### src/rtl/ft_code_pkg.sv
`default_nettype none
// ============================================================================
// Module   : ft_code_pkg
// Brief    : Shared constants, types and helpers for the checksum encoder.
// Revision : 1.0
// ============================================================================
package ft_code_pkg;

    localparam int NUM_CH = 8;
    localparam int IN_W   = 16;
    localparam int OUT_W  = 22;

    typedef logic [NUM_CH-1:0][3:0] weight_vec_t;

    // Element k of each vector is the weight applied to channel k.
    localparam weight_vec_t W1 = {NUM_CH{4'd1}};
    localparam weight_vec_t W2 = {4'd8, 4'd7, 4'd6, 4'd5, 4'd4, 4'd3, 4'd2, 4'd1};

    typedef struct packed {
        logic signed [IN_W-1:0] im;
        logic signed [IN_W-1:0] re;
    } cplx_in_t;

    typedef logic [47:0] chk_t;

    function automatic chk_t pack_chk(input logic signed [OUT_W-1:0] re,
                                      input logic signed [OUT_W-1:0] im);
        return {{2{im[OUT_W-1]}}, im, {2{re[OUT_W-1]}}, re};
    endfunction

    function automatic logic signed [OUT_W-1:0] sext(input logic signed [IN_W-1:0] v);
        return {{(OUT_W-IN_W){v[IN_W-1]}}, v};
    endfunction

    // Constant weight applied as a sum of shifted copies; no multiplier.
    function automatic logic signed [OUT_W-1:0] weight_term(input logic signed [OUT_W-1:0] x,
                                                            input logic [3:0] w);
        logic signed [OUT_W-1:0] acc;
        acc = '0;
        for (int b = 0; b < 4; b++) begin
            if (w[b]) acc = acc + (x <<< b);
        end
        return acc;
    endfunction

endpackage
`default_nettype wire

### src/rtl/ft_weighted_sum_pipe.sv
`default_nettype none
// ============================================================================
// Module   : ft_weighted_sum_pipe
// Brief    : Three-stage adv-gated adder tree for one channel weight vector.
// Revision : 1.0
// ============================================================================
module ft_weighted_sum_pipe
    import ft_code_pkg::*;
#(
    parameter weight_vec_t WEIGHTS = W1
) (
    input  logic                     clk,
    input  logic                     rstn,
    input  logic                     i_adv,
    input  logic [NUM_CH-1:0][31:0]  i_x,
    output chk_t                     o_chk
);

    localparam int c_N1 = NUM_CH / 2;
    localparam int c_N2 = NUM_CH / 4;

    logic signed [OUT_W-1:0] w_re [NUM_CH];
    logic signed [OUT_W-1:0] w_im [NUM_CH];

    logic signed [OUT_W-1:0] r_s1_re [c_N1];
    logic signed [OUT_W-1:0] r_s1_im [c_N1];
    logic signed [OUT_W-1:0] r_s2_re [c_N2];
    logic signed [OUT_W-1:0] r_s2_im [c_N2];
    chk_t                    r_s3;

    always_comb begin
        cplx_in_t s;
        s = '0;
        for (int k = 0; k < NUM_CH; k++) begin
            s       = i_x[k];
            w_re[k] = weight_term(sext(s.re), WEIGHTS[k]);
            w_im[k] = weight_term(sext(s.im), WEIGHTS[k]);
        end
    end

    // Worst-case magnitude stays below 2^21, so plain wrapping adds are exact.
    always_ff @(posedge clk) begin
        if (!rstn) begin
            for (int i = 0; i < c_N1; i++) begin
                r_s1_re[i] <= '0;
                r_s1_im[i] <= '0;
            end
            for (int i = 0; i < c_N2; i++) begin
                r_s2_re[i] <= '0;
                r_s2_im[i] <= '0;
            end
            r_s3 <= '0;
        end else if (i_adv) begin
            for (int i = 0; i < c_N1; i++) begin
                r_s1_re[i] <= w_re[2*i] + w_re[2*i+1];
                r_s1_im[i] <= w_im[2*i] + w_im[2*i+1];
            end
            for (int i = 0; i < c_N2; i++) begin
                r_s2_re[i] <= r_s1_re[2*i] + r_s1_re[2*i+1];
                r_s2_im[i] <= r_s1_im[2*i] + r_s1_im[2*i+1];
            end
            r_s3 <= pack_chk(r_s2_re[0] + r_s2_re[1], r_s2_im[0] + r_s2_im[1]);
        end
    end

    assign o_chk = r_s3;

endmodule
`default_nettype wire

### src/rtl/ft_checksum_encoder.sv
`default_nettype none
// ============================================================================
// Module   : ft_checksum_encoder
// Brief    : Adds two weighted checksum channels to 8 complex data channels.
// Revision : 1.0
// ============================================================================
module ft_checksum_encoder
    import ft_code_pkg::*;
#(
    parameter int FRAME_LEN = 1024
) (
    input  logic                     clk,
    input  logic                     rstn,
    input  logic [NUM_CH-1:0][31:0]  in_data,
    input  logic                     in_valid,
    output logic                     in_ready,
    output logic [NUM_CH-1:0][31:0]  out_data,
    output chk_t                     out_chk1,
    output chk_t                     out_chk2,
    output logic                     out_valid,
    input  logic                     out_ready,
    output logic                     out_last,
    output logic [15:0]              frame_cnt
);

    localparam logic [15:0] c_LAST_IDX = 16'(FRAME_LEN - 1);

    logic                     w_adv;
    logic                     w_out_hs;
    logic                     r_v1;
    logic                     r_v2;
    logic                     r_out_valid;
    logic [NUM_CH-1:0][31:0]  r_d1;
    logic [NUM_CH-1:0][31:0]  r_d2;
    logic [NUM_CH-1:0][31:0]  r_out_data;
    logic [15:0]              r_samp_cnt;
    logic [15:0]              r_frame_cnt;

    assign w_adv    = ~r_out_valid | out_ready;
    assign w_out_hs = r_out_valid & out_ready;
    assign in_ready = w_adv;

    always_ff @(posedge clk) begin
        if (!rstn) begin
            r_v1        <= 1'b0;
            r_v2        <= 1'b0;
            r_out_valid <= 1'b0;
            r_d1        <= '0;
            r_d2        <= '0;
            r_out_data  <= '0;
        end else if (w_adv) begin
            r_v1        <= in_valid;
            r_v2        <= r_v1;
            r_out_valid <= r_v2;
            r_d1        <= in_data;
            r_d2        <= r_d1;
            r_out_data  <= r_d2;
        end
    end

    ft_weighted_sum_pipe #(
        .WEIGHTS (W1)
    ) u_sum_c1 (
        .clk   (clk),
        .rstn  (rstn),
        .i_adv (w_adv),
        .i_x   (in_data),
        .o_chk (out_chk1)
    );

    ft_weighted_sum_pipe #(
        .WEIGHTS (W2)
    ) u_sum_c2 (
        .clk   (clk),
        .rstn  (rstn),
        .i_adv (w_adv),
        .i_x   (in_data),
        .o_chk (out_chk2)
    );

    // Counters move only on output handshakes, so bubbles and stalls leave them alone.
    always_ff @(posedge clk) begin
        if (!rstn) begin
            r_samp_cnt  <= '0;
            r_frame_cnt <= '0;
        end else if (w_out_hs) begin
            if (r_samp_cnt == c_LAST_IDX) begin
                r_samp_cnt  <= '0;
                r_frame_cnt <= r_frame_cnt + 16'd1;
            end else begin
                r_samp_cnt  <= r_samp_cnt + 16'd1;
            end
        end
    end

    assign out_valid = r_out_valid;
    assign out_data  = r_out_data;
    assign out_last  = r_out_valid & (r_samp_cnt == c_LAST_IDX);
    assign frame_cnt = r_frame_cnt;

endmodule
`default_nettype wire
### config.mk
export PLATFORM = sky130hd
export DESIGN_NAME = ft_checksum_encoder
export DESIGN_NICKNAME = d
export VERILOG_FILES = /design/src/rtl/ft_code_pkg.sv /design/src/rtl/ft_weighted_sum_pipe.sv /design/src/rtl/ft_checksum_encoder.sv
export SDC_FILE = /design/constraint.sdc
export NUM_CORES = 2
export LEC_CHECK = 0
export ABC_AREA = 1
export CAP_MARGIN = 20
export CORE_MARGIN = 5
export CORE_UTILIZATION = 60
export DETAILED_ROUTE_END_ITERATION = 16
export PLACE_DENSITY = 0.82
export SLEW_MARGIN = 20
export SYNTH_ARGS = -nofsm -noshare
export SYNTH_HDL_FRONTEND = slang
export SYNTH_SLANG_ARGS = --single-unit
### constraint.sdc
create_clock -name clk -period 52.2 [get_ports clk]
set_input_delay 7.83 -clock clk [delete_from_list [all_inputs] [get_ports clk]]
set_output_delay 7.83 -clock clk [all_outputs]
set_load 0.01 [all_outputs]
==> impl_metrics.ini <==
[timing]
fmax_mhz = 59.2
timing.slew.headroom = 0.146
fin_skew_ns = 0.0464
hold_viol_final = 0
setup_tns_ns = 0
fin_crit_sh = 0.324
min_period_ns = 16.89
rsz0062_at_grt = no
tightest_slew_ns = 1.28
fin_hold_ws_ns = 0.448
slew_viol_final = 0
finalSetupViolCount = 0

[synth]
ys_ff_latch = 1365
synthCells = 10400
syn_area_per_cell_um2 = 7.48
synth.distinct_cells = 44
yosysWarningCount = 0
synth-seq-area-share = 0.410
syn_area_mm2 = 0.0781
syn-num-nets = 11400

[cts]
numCtsBuffers = 146
cts.path.max_buffers = 3
h-tree-depth = 4
cts_setup_buffers = 0
clk_pin_slew_worst_paths_ns = 0.05
clkLatencyLatePin_ns = 0.80
hold_buffers = 0
root_buffer = clkbuf_16
cts_resized = 0
clock-sinks = 1365
cts_tree = built

[run_status]
status = complete, no violations

[cells_and_area]
drive_above_1_share = 0.0257
fillCellCount = 10500
seq_area_mm2 = 0.0321
final_area_mm2 = 0.0909
syn_to_final_growth_pct = 16.3
nNetsFinal = 11900
stdcell_count = 12900
multi_input_area_mm2 = 0.0391

[worst_setup_path]
crit_path_end_kind = output port
start_kind = input port
crit_fanout = 4
crit_chain = clkdlybuf4s50_1 > or2_4 > clkdlybuf4s50_1
slowest_delay_ns = 0.50
worstSetupPathType = in -> out
required_ns = 44.37
critPathArrivalTime_ns = 9.06
path_common_cell = clkdlybuf4s50_1
crit_family = buffers and inverters
critPathBufInv = 2
critPathSlowestCell = clkdlybuf4s50_1

[power]
p_clk_frac = 0.307
p_switching_mw = 1.29
ir_worst_vdd_v = 0.0000378
p_leak_nw = 41.9
powerDensity_mw_per_mm2 = 39.2
p_seq_frac = 0.383
pwr-share-comb = 0.310
p_sw_frac = 0.361
p_int_mw = 2.27

[placement]
placed_area_mm2 = 0.0857
numPortBuffers = 630
gp_congestion = 0.970
dp_cells = 12600
dp_hpwl_um = 190000

[route]
ant_nets = 0
via_count = 73000
drt_first_pass_iters = 8
first_iter_violations = 7234
wirelength_um = 248000
wire_per_inst_um = 19.2
drcViolationCount = 0
via_per_inst = 5.67

[grt]
grt_max_degree = 221
grt_pass1_vias = 68100
grt_overflow = 0
grt.total_usage = 0.349
grt_pass1_wl_um = 379000
antenna_found_initial = 21

[floorplan]
fp.dieH_um = 371
io_pins = 631
core_mm2 = 0.129
row_count = 132
die_x_um = 371
dieArea_mm2 = 0.138
start_util = 0.603

[run]
cap_violations = 0

[min_path]
hold_class = reg -> reg
[path summary, 6_finish.rpt]
path	start	endpoint	slack, ns	cells past startpoint
worst max-delay path	out_ready	in_ready	35.31	3
worst min-delay path	u_sum_c2.o_chk[16]	u_sum_c2.o_chk[16]	0.45	2
worst max register to register	out_valid	u_sum_c2.r_s1_re[0][54]	47.02	8
worst min register to register	u_sum_c2.o_chk[16]	u_sum_c2.o_chk[16]	0.45	2
[state kept, by name (all words and copies together), names as in the netlist]
register / cells
r_d2: 256
frame_cnt: 16
u_sum_c1.r_s1_im: 68
out_data: 256
r_v2: 1
out_valid: 1
u_sum_c1.o_chk: 44
r_samp_cnt: 16
u_sum_c1.r_s2_re: 44
u_sum_c2.r_s1_im: 81
u_sum_c2.r_s1_re: 81
u_sum_c2.r_s2_im: 44
r_v1: 1
r_d1: 256
u_sum_c1.r_s1_re: 68
u_sum_c2.r_s2_re: 44
u_sum_c1.r_s2_im: 44
u_sum_c2.o_chk: 44
[layout by cell type (no fill, tap or decap), types with 50 or more instances in the layout]
cell type / synthesis / final
o21ai_1: 101 / 101
edfxtp_1: 474 / 474
a21oi_1: 845 / 845
xor2_1: 59 / 59
o21bai_1: 67 / 67
o21ai_0: 767 / 767
a21o_1: 50 / 50
nor2_1: 906 / 906
inv_1: 1532 / 1532
o22ai_1: 291 / 291
ha_1: 584 / 584
fa_1: 90 / 90
dfxtp_1: 891 / 891
nor3_1: 83 / 83
clkdlybuf4s50_1: 0 / 630
nand2_1: 2714 / 2714
clkbuf_16: 0 / 154
nand3_1: 501 / 501
[kinds of logic (layout without fill, tap and decap cells)]
family                     count (synthesis)  after routing  synth area share
adders and majority gates                674            674             0.117
and+or+nand+nor                         4338           4338             0.223
xor gates and xnor gates                 100            100            0.0112
buffers and inverters                   1796           2461            0.0897
AOI/OAI and AO/OA                       2175           2175             0.149
DFF                                     1365           1365             0.410
other                                      0             13                 0
[routing by layer]
| layer | part of all wire | wire length (um) | vias up | GRT usage |
|---|---|---|---|---|
| met3 | 0.089 | 22100 | 584 | 0.0597 |
| met1 | 0.43 | 106000 | 34000 | 0.489 |
| met5 | 0.00010 | 26 | - | 0 |
| met4 | 0.044 | 10800 | 4 | 0.141 |
| met2 | 0.44 | 108000 | 3047 | 0.541 |
| li1 | - | - | 35400 | - |
[power by group through the flow]
stage | clock network (mW) | registers, mW | logic [mW]
floorplan | 0 | 1.32 | 0.723
finish | 1.09 | 1.36 | 1.10
global placement | 0 | 1.38 | 1.06
global route | 1.15 | 1.37 | 1.23
detailed placement | 0 | 1.38 | 1.07
CTS | 1.11 | 1.36 | 1.08
[worst reg2reg max path: cells and delay by family, from the launching register on]
family	cells	cell delay (ns)
buffers and inverters	6	4.18
flip-flops	1	0.35
AND/OR/NAND/NOR	2	0.24
[layout make-up]
class                   instances  area share
clock inverters                69      0.0110
repair buffers                655      0.0720
inverters                    1537      0.0636
diodes                         13    0.000358
flip-flops and latches       1365       0.353
clock buffers                 200      0.0463
well taps                    1742      0.0240
multi-input cells            7287       0.430
[per-stage QoR]
step | setup WS (ns) | total power, mW | util
after floorplan | 29.92 | 2.05 | -
after global placement | 35.30 | 2.43 | 0.661
after detailed placement | 35.31 | 2.45 | 0.661
after CTS | 35.30 | 3.55 | 0.702
after global routing | 35.29 | 3.75 | 0.702
final | 35.31 | 3.56 | 0.702
[cell usage after synthesis (all sizes together)]
master  count  area [um^2]
a211oi      5         37.5
a21boi      2         15.0
a21o       50          375
a21oi     845         4230
a221oi      1         8.76
a22o        4         35.0
a31oi      12         75.1
and2       13         81.3
buf       187          968
clkbuf     72          272
dfxtp     891        17800
edfxtp    474        14200
fa         90         1800
ha        584         7310
inv      1537         5770
nand2    2715        10200
nand3     502         2520
nand3b     30          225
nand4      49          307
nor2      910         3430
nor3       83          415
nor3b       6         45.0
nor4       15         93.8
o211ai      2         15.0
o21a       27          203
o21ai     868         4340
o21bai     67          503
o22ai     291         1820
o311ai      1         8.76
or2        15         96.4
xnor2      41          359
xor2       59          517
(Power assumes the default switching activity.)
